$ cat src/rtl/uart_pkg.sv
//------------------------------------------------------------------------------
// Module      : uart_pkg
// Description : Shared types and defaults for the UART TX arbiter slice.
// Revision    : 1.0 - initial release
//------------------------------------------------------------------------------
`default_nettype none

package uart_pkg;

  localparam int unsigned c_BYTE_W           = 8;
  localparam int unsigned c_BUSY_WAIT_DEF    = 16;
  localparam int unsigned c_LOCK_TIMEOUT_DEF = 65535;

  typedef enum logic [1:0] {
    S_IDLE      = 2'd0,
    S_ISSUE     = 2'd1,
    S_WAIT_BUSY = 2'd2,
    S_WAIT_DONE = 2'd3
  } state_t;

endpackage

`default_nettype wire

$ cat src/rtl/uart_rr_pick.sv
//------------------------------------------------------------------------------
// Module      : uart_rr_pick
// Description : Combinational round-robin pick: first set request at or after
//               the pointer, wrapping, returned one-hot.
// Revision    : 1.0 - initial release
//------------------------------------------------------------------------------
`default_nettype none

module uart_rr_pick #(
  parameter int N_REQ = 4,
  parameter int PW    = $clog2(N_REQ)
) (
  input  logic [N_REQ-1:0] i_req,
  input  logic [PW-1:0]    i_ptr,
  output logic [N_REQ-1:0] o_pick,
  output logic             o_any
);

  logic          w_found;
  int            w_idx;
  logic [PW-1:0] w_sel;

  always_comb begin
    o_pick  = '0;
    w_found = 1'b0;
    w_idx   = 0;
    w_sel   = '0;
    for (int i = 0; i < N_REQ; i++) begin
      w_idx = int'(i_ptr) + i;
      if (w_idx >= N_REQ) w_idx = w_idx - N_REQ;
      w_sel = PW'(w_idx);
      if (!w_found && i_req[w_sel]) begin
        o_pick[w_sel] = 1'b1;
        w_found       = 1'b1;
      end
    end
  end

  assign o_any = |i_req;

endmodule

`default_nettype wire

$ cat src/rtl/uart_tx_arbiter.sv
//------------------------------------------------------------------------------
// Module      : uart_tx_arbiter
// Description : Round-robin, frame-locked arbiter feeding one byte transmitter.
// Revision    : 1.0 - initial release
//------------------------------------------------------------------------------
`default_nettype none

module uart_tx_arbiter
  import uart_pkg::*;
#(
  parameter int N_REQ        = 4,
  parameter int BUSY_WAIT    = c_BUSY_WAIT_DEF,
  parameter int LOCK_TIMEOUT = c_LOCK_TIMEOUT_DEF
) (
  input  logic                      clk_i,
  input  logic                      resetn_i,
  input  logic [N_REQ-1:0]          req_valid_i,
  input  logic [c_BYTE_W*N_REQ-1:0] req_data_i,
  input  logic [N_REQ-1:0]          req_last_i,
  output logic [N_REQ-1:0]          req_ready_o,
  output logic [N_REQ-1:0]          grant_o,
  output logic                      active_o,
  output logic [c_BYTE_W-1:0]       tx_data_o,
  output logic                      tx_shoot_o,
  input  logic                      tx_busy_i,
  output logic                      err_busy_o,
  output logic                      err_lock_o
);

  localparam int PW = $clog2(N_REQ);
  localparam int BW = $clog2(BUSY_WAIT + 1);
  localparam int LW = (LOCK_TIMEOUT > 0) ? $clog2(LOCK_TIMEOUT + 1) : 1;

  localparam logic [BW-1:0] c_BUSY_LAST = BW'(BUSY_WAIT - 1);
  localparam logic [LW-1:0] c_LOCK_LAST = LW'((LOCK_TIMEOUT > 0) ? LOCK_TIMEOUT - 1 : 0);
  localparam bit            c_LOCK_EN   = (LOCK_TIMEOUT != 0);

  state_t               r_state,    w_state;
  logic [PW-1:0]        r_ptr,      w_ptr;
  logic [PW-1:0]        r_gidx,     w_gidx;
  logic [N_REQ-1:0]     r_grant,    w_grant;
  logic [N_REQ-1:0]     r_ready,    w_ready;
  logic                 r_active,   w_active;
  logic                 r_last,     w_last;
  logic                 r_shoot,    w_shoot;
  logic                 r_err_busy, w_err_busy;
  logic                 r_err_lock, w_err_lock;
  logic [c_BYTE_W-1:0]  r_tx_data,  w_tx_data;
  logic [BW-1:0]        r_busy_cnt, w_busy_cnt;
  logic [LW-1:0]        r_lock_cnt, w_lock_cnt;

  logic [N_REQ-1:0]     w_pick;
  logic                 w_any;
  logic [PW-1:0]        w_pick_idx;
  logic [PW-1:0]        w_next_ptr;
  logic                 w_gvalid;
  logic [c_BYTE_W-1:0]  w_byte;
  logic                 w_done;

  uart_rr_pick #(
    .N_REQ (N_REQ),
    .PW    (PW)
  ) u_pick (
    .i_req  (req_valid_i),
    .i_ptr  (r_ptr),
    .o_pick (w_pick),
    .o_any  (w_any)
  );

  always_comb begin
    w_pick_idx = '0;
    for (int i = 0; i < N_REQ; i++) begin
      if (w_pick[i]) w_pick_idx = PW'(i);
    end
  end

  assign w_next_ptr = (r_gidx == PW'(N_REQ - 1)) ? '0 : r_gidx + PW'(1);
  assign w_gvalid   = req_valid_i[r_gidx];
  assign w_byte     = req_data_i[{r_gidx, 3'b000} +: c_BYTE_W];

  always_comb begin
    w_state    = r_state;
    w_ptr      = r_ptr;
    w_gidx     = r_gidx;
    w_grant    = r_grant;
    w_active   = r_active;
    w_last     = r_last;
    w_tx_data  = r_tx_data;
    w_busy_cnt = r_busy_cnt;
    w_lock_cnt = r_lock_cnt;
    w_shoot    = 1'b0;
    w_ready    = '0;
    w_err_busy = 1'b0;
    w_err_lock = 1'b0;
    w_done     = 1'b0;

    case (r_state)
      S_IDLE: begin
        if (!r_active) begin
          if (w_any) begin
            w_gidx     = w_pick_idx;
            w_grant    = w_pick;
            w_active   = 1'b1;
            w_lock_cnt = '0;
            w_state    = S_ISSUE;
          end
        end else if (w_gvalid) begin
          w_state = S_ISSUE;
        end else if (c_LOCK_EN && (r_lock_cnt == c_LOCK_LAST)) begin
          // Grantee stalled mid-frame too long: give the UART to the others.
          w_err_lock = 1'b1;
          w_active   = 1'b0;
          w_grant    = '0;
          w_ptr      = w_next_ptr;
          w_lock_cnt = '0;
        end else begin
          w_lock_cnt = r_lock_cnt + LW'(1);
        end
      end

      S_ISSUE: begin
        if (w_gvalid && !tx_busy_i) begin
          w_tx_data  = w_byte;
          w_shoot    = 1'b1;
          w_ready    = r_grant;
          w_last     = req_last_i[r_gidx];
          w_busy_cnt = '0;
          w_state    = S_WAIT_BUSY;
        end
      end

      S_WAIT_BUSY: begin
        if (tx_busy_i) begin
          w_state = S_WAIT_DONE;
        end else if (r_busy_cnt == c_BUSY_LAST) begin
          w_err_busy = 1'b1;
          w_done     = 1'b1;
        end else begin
          w_busy_cnt = r_busy_cnt + BW'(1);
        end
      end

      S_WAIT_DONE: begin
        if (!tx_busy_i) w_done = 1'b1;
      end

      default: w_state = S_IDLE;
    endcase

    // Byte finished (or presumed sent): release only at frame end.
    if (w_done) begin
      w_state    = S_IDLE;
      w_lock_cnt = '0;
      if (r_last) begin
        w_active = 1'b0;
        w_grant  = '0;
        w_ptr    = w_next_ptr;
      end
    end
  end

  always_ff @(posedge clk_i or negedge resetn_i) begin
    if (!resetn_i) begin
      r_state    <= S_IDLE;
      r_ptr      <= '0;
      r_gidx     <= '0;
      r_grant    <= '0;
      r_ready    <= '0;
      r_active   <= 1'b0;
      r_last     <= 1'b0;
      r_shoot    <= 1'b0;
      r_err_busy <= 1'b0;
      r_err_lock <= 1'b0;
      r_tx_data  <= '0;
      r_busy_cnt <= '0;
      r_lock_cnt <= '0;
    end else begin
      r_state    <= w_state;
      r_ptr      <= w_ptr;
      r_gidx     <= w_gidx;
      r_grant    <= w_grant;
      r_ready    <= w_ready;
      r_active   <= w_active;
      r_last     <= w_last;
      r_shoot    <= w_shoot;
      r_err_busy <= w_err_busy;
      r_err_lock <= w_err_lock;
      r_tx_data  <= w_tx_data;
      r_busy_cnt <= w_busy_cnt;
      r_lock_cnt <= w_lock_cnt;
    end
  end

  assign req_ready_o = r_ready;
  assign grant_o     = r_grant;
  assign active_o    = r_active;
  assign tx_data_o   = r_tx_data;
  assign tx_shoot_o  = r_shoot;
  assign err_busy_o  = r_err_busy;
  assign err_lock_o  = r_err_lock;

endmodule

`default_nettype wire

$ cat config.mk
export PLATFORM = sky130hd
export DESIGN_NAME = uart_tx_arbiter
export DESIGN_NICKNAME = d
export VERILOG_FILES = /design/src/rtl/uart_pkg.sv /design/src/rtl/uart_rr_pick.sv /design/src/rtl/uart_tx_arbiter.sv
export SDC_FILE = /design/constraint.sdc
export NUM_CORES = 1
export LEC_CHECK = 0
export ABC_AREA = 1
export BUFFER_PORTS_ARGS = -buffer_cell sky130_fd_sc_hd__buf_4
export CAP_MARGIN = 10
export CORE_ASPECT_RATIO = 0.7
export CORE_MARGIN = 4
export CORE_UTILIZATION = 40
export CTS_CLUSTER_SIZE = 12
export DETAILED_ROUTE_END_ITERATION = 16
export HOLD_SLACK_MARGIN = 0.05
export SYNTH_ARGS = -nofsm -noshare
export SYNTH_HDL_FRONTEND = slang
export SYNTH_SLANG_ARGS = --single-unit
$ cat constraint.sdc
create_clock -name clk_i -period 2 [get_ports clk_i]
set_input_delay 0.5 -clock clk_i [delete_from_list [all_inputs] [get_ports clk_i]]
set_output_delay 0.5 -clock clk_i [all_outputs]
set_load 0.01 [all_outputs]
### After elaboration in Yosys (flattened, before gate mapping)

Cells that the tools add are included.

* register bits after elaboration: 48
* input port bits: 43
* output and inout bits: 20
* logic and storage cells: 163

* add/subtract/negate cells: 10
* order comparisons: 13
* equality and inequality tests: 14
* shift operators: 1
* multiplexer cells: 85
* bitwise logic cells: 4
* reduce and logical (&&, ||, !) cells: 23

Operators by type and width (number)
* 16-bit two-way mux: 6
* 4-bit two-way mux: 13
* 2-bit two-way mux: 19
* 32-bit by 6-bit variable part select with 8-bit output: 1
* 1-bit two-way mux: 31
* 16-bit by 1-bit adder with 16-bit output (second input constant): 1
* 16-bit == test (second input constant): 1
* 2-bit by 3-bit less-than comparator with 1-bit output (second input constant): 5
* 5-bit two-way mux: 3
* 1-bit binary-select mux with 2-bit select: 6
* 4-bit bitwise OR: 3
* 5-bit case mux with 2 select lines: 1
* 3-bit >= comparator (second input constant): 3
* 1-bit demux with 2-bit select: 4
* 2-bit by 1-bit >= comparator with 1-bit output (second input constant): 4
* 1-bit logical AND: 8
* 2-bit by 1-bit subtractor with 2-bit output (second input constant): 4
* 2-bit by 2-bit adder with 3-bit output (second input constant): 2
* 2-bit == test (second input constant): 3
* 2-bit inequality test (second input constant): 3
* 3-bit inequality test (second input constant): 2
* 2-bit case mux with 3 select lines: 1
* 3-bit AND reduction: 2
* 5-bit by 1-bit adder with 5-bit output (second input constant): 1
* 19 further kinds: 23

### Depth between registers and ports, before layout

Gate-level depths: netlist of the first run.

* depth after elaboration: 19
* mapped depth: 14
* gate-level depth less buffers: 14

### Modules after synthesis

A second synthesis of the first run with hierarchy kept.

* cells, all modules: 460
* area total of the unflattened synthesis: 3296.9 um2

Modules (own cells, without submodules)
* uart_tx_arbiter: instances 1, cells an instance 386, area an instance 2894.0 um2, sequential area each 1201.2 um2
* uart_rr_pick: instances 1, cells an instance 74, area an instance 402.9 um2, sequential area each 0.0 um2

### Worst setup path after synthesis of the first run

No wires, ideal clock.

* kind: register to register
* start: reg r_busy_cnt[0]
* end: reg r_lock_cnt[3]
* library setup time: 87 ps
* arrival: 1748 ps
* data required time: 1913 ps
* slack: 164 ps
* stages on the path, launching flop included: 12
* buffers on the path: 0
* period minus slack after synthesis: 1836 ps
* cells stage by stage: dfrtp_1 -> ha_1 -> nand2_1 -> nor2_1 -> ha_1 -> nand3_2 -> o21ai_2 -> inv_2 -> nand2_1 -> nor2_1 -> o21ai_0 -> a22oi_1

* longest elaborated chain between the ends: 6
* elaborated cells between the ends (all ways): 9
* classes of those cells: 2 x eq/ne; 4 x mux; 3 x reduce/logical

Ends and longest elaborated chain
* start, declared: RTL line uart_tx_arbiter.sv:49 `logic [BW-1:0] r_busy_cnt, w_busy_cnt;`
* start signal, assigned: RTL line uart_tx_arbiter.sv:189 `r_busy_cnt <= w_busy_cnt;`
* 5-bit by 4-bit == test with 1-bit output *: RTL line uart_tx_arbiter.sv:135 `end else if (r_busy_cnt == c_BUSY_LAST) begin`
* 1-bit two-way mux *: RTL line uart_tx_arbiter.sv:135
* 1-bit two-way mux *: RTL line uart_tx_arbiter.sv:133 `if (tx_busy_i) begin`
* 1-bit case mux with 2 select lines *: RTL line uart_tx_arbiter.sv:97 `case (r_state)`
* 3-bit by 2-bit inequality test with 1-bit output (no source line), or another cell as far along
* 3-bit AND reduction (no source line)
* end signal, assigned: RTL line uart_tx_arbiter.sv:190 `r_lock_cnt <= w_lock_cnt;`
* end, declared: RTL line uart_tx_arbiter.sv:50 `logic [LW-1:0] r_lock_cnt, w_lock_cnt;`

Mark *: on every way between the ends. The rest lies on a longest branch, timed or not.
A chain may end at the register's enable or synchronous reset.

### Worst setup path in the final report of the first run

* start: reg r_busy_cnt[0]
* end: reg r_lock_cnt[5]

The elaborated chain is that of the path after synthesis.

==> impl_metrics.xml, run 1 <==
<?xml version="1.0" encoding="UTF-8"?>
<metrics>
  <group name="timing">
    <metric name="fin_setup_tns" unit="ns">0</metric>
    <metric name="whs" unit="ns">0.2327</metric>
    <metric name="slew-limit-headroom" unit="%">59.16</metric>
    <metric name="period_minus_slack" unit="ns">1.972</metric>
    <metric name="clock.fmax" unit="GHz">0.5071</metric>
    <metric name="hold_violations" unit="">0</metric>
    <metric name="final_min_period_over_clock_period" unit="%">98.60</metric>
    <metric name="final_max_slew_viol_count" unit="">0</metric>
    <metric name="finalSetupViolCount" unit="">0</metric>
    <metric name="setup_repair_after_global_routing_missed_its_margin" unit="">true</metric>
    <metric name="final.setup_skew" unit="ns">0.003070</metric>
    <metric name="timing_worst_slew_pin_value" unit="ns">0.6125</metric>
    <metric name="final.setup.worst_slack" unit="ns">0.02799</metric>
  </group>
  <group name="grt">
    <metric name="largest_net_degree_at_the_start_of_global_routing" unit="">49</metric>
    <metric name="grt_pass1_wl" unit="µm">14520</metric>
    <metric name="track_usage" unit="%">18.47</metric>
    <metric name="overflow" unit="">0</metric>
    <metric name="grt_pass1_vias" unit="">3127</metric>
    <metric name="initial_antenna_violation_count" unit="">0</metric>
  </group>
  <group name="power">
    <metric name="combPwrFrac" unit="%">57.5</metric>
    <metric name="sw_frac_of_total" unit="%">44.66</metric>
    <metric name="powerDensity" unit="nW/µm²">1360</metric>
    <metric name="vdd_drop_max" unit="mV">0.7762</metric>
    <metric name="clock_power_share" unit="%">16.9</metric>
    <metric name="power.static_leakage" unit="µW">0.002186</metric>
    <metric name="pwr-share-seq" unit="%">25.5</metric>
    <metric name="p_switching" unit="µW">2661</metric>
    <metric name="intPower" unit="µW">3297</metric>
  </group>
  <group name="setup_path">
    <metric name="r2r_end" unit="">r_lock_cnt[5]</metric>
    <metric name="r2r_cells" unit="">13</metric>
    <metric name="crit_path_max_incr_delay" unit="ns">0.35</metric>
    <metric name="critPathBufInv" unit="">1</metric>
    <metric name="critPathSlowestCell" unit="">sky130_fd_sc_hd__dfrtp_1</metric>
    <metric name="crit_top_cell" unit="">sky130_fd_sc_hd__ha_2</metric>
    <metric name="crit_start" unit="">r_busy_cnt[0]</metric>
    <metric name="worst_ep_arrival_time" unit="ns">2.19</metric>
    <metric name="crit_type" unit="">reg2reg</metric>
    <metric name="crit_chain" unit="">ha_2 -&gt; nand2_2 -&gt; nor2_2 -&gt; ha_2 -&gt; nand3_4 -&gt; o21ai_4 -&gt; nor2_4 -&gt; a21oi_4 -&gt; nand2_4 -&gt; buf_6 -&gt; o21ai_2 -&gt; nand2_1 -&gt; nor2_1</metric>
    <metric name="regToRegSetupSlack" unit="ns">0.03</metric>
    <metric name="critical_path_required" unit="ns">2.22</metric>
    <metric name="crit_fanout" unit="">6</metric>
    <metric name="endpoint_kind" unit="">register</metric>
    <metric name="critPathLaunchType" unit="">register</metric>
    <metric name="path_delay_family" unit="">simple AND/OR/NAND/NOR gates</metric>
    <metric name="worstReg2RegStart" unit="">r_busy_cnt[0]</metric>
  </group>
  <group name="placed_design">
    <metric name="post-place-cells" unit="">648</metric>
    <metric name="pre_cts_ws" unit="ns">-0.05248</metric>
    <metric name="port_buffers" unit="">62</metric>
    <metric name="routability_congestion_estimate_from_global_placement" unit="">0.8825</metric>
    <metric name="detailedPlacementHpwl" unit="µm">6745</metric>
  </group>
  <group name="drt">
    <metric name="met1Wirelength" unit="µm">4347</metric>
    <metric name="met2_wirelength" unit="µm">3952</metric>
    <metric name="wl_met3" unit="µm">626</metric>
    <metric name="top_layer" unit="">met4</metric>
    <metric name="via_to_cell_ratio" unit="">5.027</metric>
    <metric name="dr_total_vias" unit="">3338</metric>
    <metric name="detailed_routing_iteration_count_for_the_pre_antenna_repair_pass" unit="">7</metric>
    <metric name="detail_route.drc_violations" unit="">0</metric>
    <metric name="routedWlPerCell" unit="µm">13.59</metric>
    <metric name="drtAntennaViolNets" unit="">0</metric>
    <metric name="detailedRoute.firstIterationViolations" unit="">248</metric>
    <metric name="routed_wl" unit="µm">9023</metric>
  </group>
  <group name="finish">
    <metric name="n_antenna_cell" unit="">0</metric>
    <metric name="instances_no_fill" unit="">664</metric>
    <metric name="finalNetCount" unit="">620</metric>
    <metric name="fraction_of_final_layout_cells_with_drive_strength_greater_than_1" unit="%">26.47</metric>
    <metric name="final-seq-area" unit="µm²">1202</metric>
    <metric name="combined_area_of_the_multi_input_logic_cells" unit="µm²">1903</metric>
    <metric name="final.fill_count" unit="">767</metric>
    <metric name="synthToLayoutAreaGrowth" unit="%">32.95</metric>
  </group>
  <group name="floorplanning">
    <metric name="die_outline_area" unit="µm²">9779</metric>
    <metric name="io-pin-count" unit="">63</metric>
    <metric name="core_area" unit="µm²">7939</metric>
    <metric name="fp.dieW" unit="µm">116.5</metric>
    <metric name="placement_rows" unit="">27</metric>
    <metric name="floorplan.initialDensity" unit="%">41.51</metric>
    <metric name="floorplan.die.height" unit="µm">83.95</metric>
  </group>
  <group name="synthesis">
    <metric name="ys_seq_area_share" unit="%">36.45</metric>
    <metric name="synth_largest_area_cell" unit="">sky130_fd_sc_hd__dfrtp_1</metric>
    <metric name="post_synth_instance_area" unit="µm²">3296</metric>
    <metric name="netlist_instances" unit="">471</metric>
    <metric name="post_syn_nets" unit="">529</metric>
    <metric name="share_of_the_synthesized_area_in_the_top_cell_type" unit="%">36.45</metric>
    <metric name="yosys-top-cells-area" unit="">sky130_fd_sc_hd__dfrtp_1, sky130_fd_sc_hd__nand2_1, sky130_fd_sc_hd__nor2_1</metric>
    <metric name="ys_types" unit="">38</metric>
    <metric name="average_footprint_of_a_synthesized_cell" unit="µm²">6.997</metric>
    <metric name="yosys_warnings" unit="">0</metric>
    <metric name="synth_seq_cells" unit="">48</metric>
  </group>
  <group name="hold_path">
    <metric name="hold_path.class" unit="">in2async</metric>
  </group>
  <group name="clock_tree">
    <metric name="clkLatencyLatePin" unit="ns">0.29</metric>
    <metric name="cts.sink_count" unit="">48</metric>
    <metric name="clk_tree_root_cell" unit="">sky130_fd_sc_hd__clkbuf_16</metric>
    <metric name="tritoncts_buffer_count" unit="">5</metric>
    <metric name="tritoncts" unit="">done</metric>
    <metric name="cts_hold_repair.buffers" unit="">0</metric>
    <metric name="maximum_buffer_depth_of_the_clock_tree" unit="">2</metric>
    <metric name="number_of_levels_in_the_clock_h_tree" unit="">2</metric>
    <metric name="clk_pin_slew_worst_paths" unit="ns">0.06</metric>
  </group>
  <group name="job">
    <metric name="cap_viol_max_count" unit="">0</metric>
  </group>
  <group name="status">
    <metric name="status" unit="">finished, final reports clean</metric>
  </group>
</metrics>
## worst reg2reg max path: cells and delay by family (launching register included)
kind | cells | cell delay, ns
AND/OR/NAND/NOR | 7 | 0.60
buffers and inverters | 1 | 0.16
flip-flops | 1 | 0.35
AO/OA/AOI/OAI | 3 | 0.39
adder cells (fa/ha/maj) | 2 | 0.40
## power groups by stage
stage               Sequential, µW  Clock [µW]  Combinational (µW)
floorplan                     1550           0                2040
global placement              1520           0                3050
detailed placement            1530           0                3090
CTS                           1520        1030                3140
global route                  1570        1070                3860
finish                        1520        1010                3430
## cells in the mapped netlist
master / n
sky130_fd_sc_hd__a21boi_1: 2
sky130_fd_sc_hd__a21boi_2: 1
sky130_fd_sc_hd__a21oi_1: 11
sky130_fd_sc_hd__a21oi_2: 2
sky130_fd_sc_hd__a22oi_1: 2
sky130_fd_sc_hd__a22oi_2: 1
sky130_fd_sc_hd__a31oi_1: 10
sky130_fd_sc_hd__buf_2: 3
sky130_fd_sc_hd__buf_4: 1
sky130_fd_sc_hd__buf_6: 2
sky130_fd_sc_hd__clkbuf_1: 4
sky130_fd_sc_hd__dfrtp_1: 48
sky130_fd_sc_hd__ha_1: 15
sky130_fd_sc_hd__inv_1: 57
sky130_fd_sc_hd__inv_2: 5
sky130_fd_sc_hd__inv_4: 1
sky130_fd_sc_hd__mux2i_1: 1
sky130_fd_sc_hd__nand2_1: 101
sky130_fd_sc_hd__nand2_2: 6
sky130_fd_sc_hd__nand2_4: 1
sky130_fd_sc_hd__nand3_1: 43
sky130_fd_sc_hd__nand3_2: 5
sky130_fd_sc_hd__nand3_4: 1
sky130_fd_sc_hd__nand3b_1: 1
sky130_fd_sc_hd__nand4_1: 2
sky130_fd_sc_hd__nand4_2: 1
sky130_fd_sc_hd__nor2_1: 83
sky130_fd_sc_hd__nor2_2: 2
sky130_fd_sc_hd__nor2_4: 1
sky130_fd_sc_hd__nor3_1: 9
sky130_fd_sc_hd__nor3_2: 2
sky130_fd_sc_hd__o21a_1: 1
sky130_fd_sc_hd__o21ai_0: 34
sky130_fd_sc_hd__o21ai_1: 3
sky130_fd_sc_hd__o21ai_2: 2
sky130_fd_sc_hd__o22ai_1: 2
sky130_fd_sc_hd__o31ai_1: 1
sky130_fd_sc_hd__xor2_1: 4
## kinds of logic after synthesis
family	after synthesis	synth area share, %
AOI/OAI and AO/OA	72	12.72
xor gates and xnor gates	4	1.063
adders and majority gates	15	5.695
buffers and inverters	73	9.074
DFF	48	36.45
muxes	1	0.3037
and+or+nand+nor	258	34.70
## metrics by stage
| stage | power [µW] | utilization (%) | instance area [µm²] |
|---|---|---|---|
| CTS | 5694 | 53.07 | 4213 |
| global route | 6501 | 55.19 | 4382 |
| floorplan | 3581 | - | 3296 |
| global placement | 4565 | 50.48 | 4008 |
| detailed placement | 4616 | 50.48 | 4008 |
| finish | 5959 | 55.19 | 4382 |
## area by class of cell
| type | instances | area share, % |
|---|---|---|
| well taps | 101 | 2.884 |
| inverters | 63 | 5.682 |
| clock inverters | 1 | 0.6853 |
| repair inverters | 1 | 0.1999 |
| repair buffers | 93 | 16.19 |
| flip-flops and latches | 48 | 27.44 |
| clock buffers | 7 | 3.484 |
| multi-input cells | 350 | 43.43 |
## sequential cells by signal, indices dropped and copies added (netlist names)
name,count
req_ready_o,4
err_lock_o,1
r_last,1
r_busy_cnt,5
r_lock_cnt,16
r_ptr,2
active_o,1
r_state,2
err_busy_o,1
grant_o,4
tx_data_o,8
r_gidx,2
tx_shoot_o,1
## per-layer routing
| metal | GRT usage [%] | up-vias |
|---|---|---|
| met1 | 26.85 | 1516 |
| met5 | 0 | - |
| li1 | - | 1701 |
| met2 | 27.88 | 111 |
| met3 | 3.768 | 10 |
| met4 | 4.426 | 0 |
## placed cells by master, fill, tap and decap left out, drive strengths merged
cell    synthesis  layout
xor2            4       4
nor3           11      11
ha             15      15
a31oi          10      10
clkinv          0       1
o22ai           2       2
a22oi           3       3
a21boi          3       3
buf             6      93
clkbuf          4       7
bufinv          0       1
inv            63      63
nand3          49      49
mux2i           1       1
o21a            1       1
nand2         108     108
nand3b          1       1
o21ai          39      39
o31ai           1       1
dfrtp          48      48
a21oi          13      13
nor2           86      86
nand4           3       3
## how the worst max path moves through the flow
stage	endpoint	slack, ns	depth (start not counted)
5_1_grt	r_lock_cnt[5]	-0.09	13
4_1_cts	r_lock_cnt[14]	0.002	13
3_3_place_gp	r_lock_cnt[7]	0.03	12
6_report	r_lock_cnt[5]	0.03	13
2_1_floorplan	r_lock_cnt[3]	0.16	11
3_5_place_dp	r_lock_cnt[7]	-0.05	12
## repair_timing
action | in CTS | in global routing
resized for setup | 6 | 27
pin swaps | 1 | 12
setup endpoints to repair | 5 | 19
buffers inserted | 0 | 8
cloned | 0 | 1
(Power assumes the default switching activity.)
==> run 2: changes to the inputs <==
CTS_BUF_LIST = sky130_fd_sc_hd__clkbuf_4 sky130_fd_sc_hd__clkbuf_8   (was default)
SKIP_CTS_REPAIR_TIMING = 1   (was default)
==> run 2 against run 1 <==
Compared with the run above: global-route usage is 0.13 points lower; sequential cell count stayed put; first-iteration DRC count is 10% lower; setup slack worse by 0.012 ns; clock skew is 0.0034 ns higher; maximum frequency is 0.61% lower; critical path type unchanged; combinational power is 4% higher; highest routed layer unchanged; via count is 0.48% higher; routed wire length is 0.19% higher.
==> impl_metrics.xml, run 2 (same netlist as run 1, synthesis figures left out) <==
<?xml version="1.0" encoding="UTF-8"?>
<metrics>
  <group name="setup_path">
    <metric name="critPathSlowestCell" unit="">sky130_fd_sc_hd__dfrtp_1</metric>
    <metric name="path_delay_family" unit="">simple AND/OR/NAND/NOR gates</metric>
    <metric name="r2r_cells" unit="">13</metric>
    <metric name="crit_path_max_incr_delay" unit="ns">0.36</metric>
    <metric name="worstSetupEndpoint" unit="">r_lock_cnt[2]</metric>
    <metric name="regToRegSetupSlack" unit="ns">0.02</metric>
    <metric name="critPathBufInv" unit="">2</metric>
    <metric name="critPathLaunchType" unit="">register</metric>
    <metric name="worstReg2RegStart" unit="">r_busy_cnt[0]</metric>
    <metric name="endpoint_kind" unit="">register</metric>
    <metric name="crit_chain" unit="">ha_2 -&gt; nand2_2 -&gt; nor2_2 -&gt; ha_2 -&gt; nand3_4 -&gt; o21ai_4 -&gt; nor2_4 -&gt; a21oi_2 -&gt; nand2_4 -&gt; inv_8 -&gt; buf_6 -&gt; nand2_2 -&gt; a22oi_2</metric>
    <metric name="timing.critical_path.depth" unit="">13</metric>
    <metric name="r2r_end" unit="">r_lock_cnt[2]</metric>
    <metric name="worst_ep_arrival_time" unit="ns">2.22</metric>
    <metric name="crit_fanout" unit="">7</metric>
    <metric name="critical_path_required" unit="ns">2.23</metric>
    <metric name="crit_type" unit="">reg2reg</metric>
    <metric name="crit_start" unit="">r_busy_cnt[0]</metric>
  </group>
  <group name="power">
    <metric name="powerDensity" unit="nW/µm²">1341</metric>
    <metric name="p_switching" unit="µW">2704</metric>
    <metric name="intPower" unit="µW">3170</metric>
    <metric name="power.static_leakage" unit="µW">0.002198</metric>
    <metric name="pwr-share-seq" unit="%">25.9</metric>
    <metric name="vdd_drop_max" unit="mV">0.5646</metric>
    <metric name="sw_frac_of_total" unit="%">46.03</metric>
    <metric name="combPwrFrac" unit="%">60.9</metric>
    <metric name="clock_power_share" unit="%">13.2</metric>
  </group>
  <group name="clock_tree">
    <metric name="maximum_buffer_depth_of_the_clock_tree" unit="">2</metric>
    <metric name="tritoncts_buffer_count" unit="">5</metric>
    <metric name="clk_pin_slew_worst_paths" unit="ns">0.09</metric>
    <metric name="tritoncts" unit="">done</metric>
    <metric name="clkLatencyLatePin" unit="ns">0.31</metric>
    <metric name="cts.sink_count" unit="">48</metric>
    <metric name="number_of_levels_in_the_clock_h_tree" unit="">2</metric>
    <metric name="clk_tree_root_cell" unit="">sky130_fd_sc_hd__clkbuf_8</metric>
  </group>
  <group name="floorplanning">
    <metric name="core_area" unit="µm²">7939</metric>
    <metric name="placement_rows" unit="">27</metric>
    <metric name="floorplan.die.height" unit="µm">83.95</metric>
    <metric name="floorplan.initialDensity" unit="%">41.51</metric>
    <metric name="die_outline_area" unit="µm²">9779</metric>
    <metric name="io-pin-count" unit="">63</metric>
    <metric name="fp.dieW" unit="µm">116.5</metric>
  </group>
  <group name="drt">
    <metric name="dr_total_vias" unit="">3354</metric>
    <metric name="routedWlPerCell" unit="µm">13.59</metric>
    <metric name="drtAntennaViolNets" unit="">0</metric>
    <metric name="detailedRoute.firstIterationViolations" unit="">223</metric>
    <metric name="detail_route.drc_violations" unit="">0</metric>
    <metric name="routed_wl" unit="µm">9040</metric>
    <metric name="via_to_cell_ratio" unit="">5.044</metric>
    <metric name="detailed_routing_iteration_count_for_the_pre_antenna_repair_pass" unit="">5</metric>
  </group>
  <group name="finish">
    <metric name="final.fill_count" unit="">755</metric>
    <metric name="final_cell_area" unit="µm²">4382</metric>
    <metric name="synthToLayoutAreaGrowth" unit="%">32.95</metric>
    <metric name="n_antenna_cell" unit="">0</metric>
    <metric name="final_common_cell" unit="">sky130_fd_sc_hd__nand2_1</metric>
    <metric name="finalNetCount" unit="">621</metric>
    <metric name="largest_register_ffs" unit="">16</metric>
    <metric name="mostFrequentLayoutCells" unit="">sky130_fd_sc_hd__nand2_1, sky130_fd_sc_hd__buf_4, sky130_fd_sc_hd__nor2_1, sky130_fd_sc_hd__inv_1, sky130_fd_sc_hd__dfrtp_1</metric>
    <metric name="fraction_of_final_layout_cells_with_drive_strength_greater_than_1" unit="%">27.84</metric>
    <metric name="combined_area_of_the_multi_input_logic_cells" unit="µm²">1948</metric>
    <metric name="final-seq-area" unit="µm²">1202</metric>
    <metric name="largest-register" unit="">r_lock_cnt</metric>
  </group>
  <group name="status">
    <metric name="status" unit="">finished, final reports clean</metric>
  </group>
  <group name="timing">
    <metric name="finalSetupViolCount" unit="">0</metric>
    <metric name="timing_worst_slew_pin_value" unit="ns">0.6100</metric>
    <metric name="hold_violations" unit="">0</metric>
    <metric name="final.setup_skew" unit="ns">0.006447</metric>
    <metric name="setup_repair_after_global_routing_missed_its_margin" unit="">true</metric>
    <metric name="fin_setup_tns" unit="ns">0</metric>
    <metric name="final_max_slew_viol_count" unit="">0</metric>
    <metric name="slew-limit-headroom" unit="%">59.33</metric>
    <metric name="clock.fmax" unit="GHz">0.5040</metric>
    <metric name="final_min_period_over_clock_period" unit="%">99.21</metric>
    <metric name="period_minus_slack" unit="ns">1.984</metric>
  </group>
  <group name="grt">
    <metric name="track_usage" unit="%">18.33</metric>
    <metric name="overflow" unit="">0</metric>
    <metric name="largest_net_degree_at_the_start_of_global_routing" unit="">49</metric>
    <metric name="grt_pass1_wl" unit="µm">14460</metric>
    <metric name="grt_pass1_vias" unit="">3118</metric>
    <metric name="initial_antenna_violation_count" unit="">0</metric>
  </group>
  <group name="placed_design">
    <metric name="detailedPlacementHpwl" unit="µm">6745</metric>
    <metric name="port_buffers" unit="">62</metric>
    <metric name="placed_cell_area" unit="µm²">4008</metric>
    <metric name="routability_congestion_estimate_from_global_placement" unit="">0.8825</metric>
  </group>
  <group name="hold_path">
    <metric name="hold_path.class" unit="">in2async</metric>
  </group>
  <group name="job">
    <metric name="cap_viol_max_count" unit="">0</metric>
  </group>
</metrics>
run 2: per-stage QoR:
stage          power, µW  hold slack (ns)  cells  util (%)  setup slack, ns
2_1_floorplan       3581           0.2044    471         -           0.1645
3_3_place_gp        4565           0.5223    648     50.48          0.03130
3_5_place_dp        4616           0.5243    648     50.48         -0.05248
4_1_cts             5406           0.2227    656     52.07         -0.07737
5_1_grt             6415           0.2508    665     55.19          -0.1103
6_report            5874           0.2043    665     55.19          0.01588
run 2: how the worst min path moves through the flow:
stage                    from        endpoint  cells after the start
5_1_grt              resetn_i  req_ready_o[1]                      1
4_1_cts              resetn_i  req_ready_o[1]                      1
3_3_place_gp       grant_o[0]  req_ready_o[0]                      2
2_1_floorplan        resetn_i        active_o                      0
6_report             resetn_i   r_lock_cnt[4]                      1
3_5_place_dp   r_lock_cnt[13]  r_lock_cnt[13]                      2
run 2: power groups by stage:
stage / Sequential, µW / Combinational, µW / Clock [µW]
detailed placement: 1530 / 3090 / 0
CTS: 1520 / 3090 / 793
floorplan: 1550 / 2040 / 0
global placement: 1520 / 3050 / 0
finish: 1520 / 3580 / 773
global route: 1570 / 4020 / 826
run 2: final cells by class:
| cell class | count | share of cell area, % |
|---|---|---|
| Sequential cell | 48 | 27.44 |
| Clock inverter | 1 | 0.6853 |
| Tap cell | 101 | 2.884 |
| Timing Repair Buffer | 94 | 16.62 |
| Clock buffer | 7 | 2.199 |
| Inverter | 63 | 5.568 |
| Timing Repair inverter | 1 | 0.1428 |
| Multi-Input combinational cell | 350 | 44.46 |
run 2: metal layers:
layer | routed length, µm | part of all wire [%] | track usage [%]
met4 | 125 | 1.4 | 4.426
met1 | 4350 | 48 | 26.54
met3 | 653 | 7.2 | 3.551
met2 | 3911 | 43 | 27.93
met5 | 0 | 0 | 0
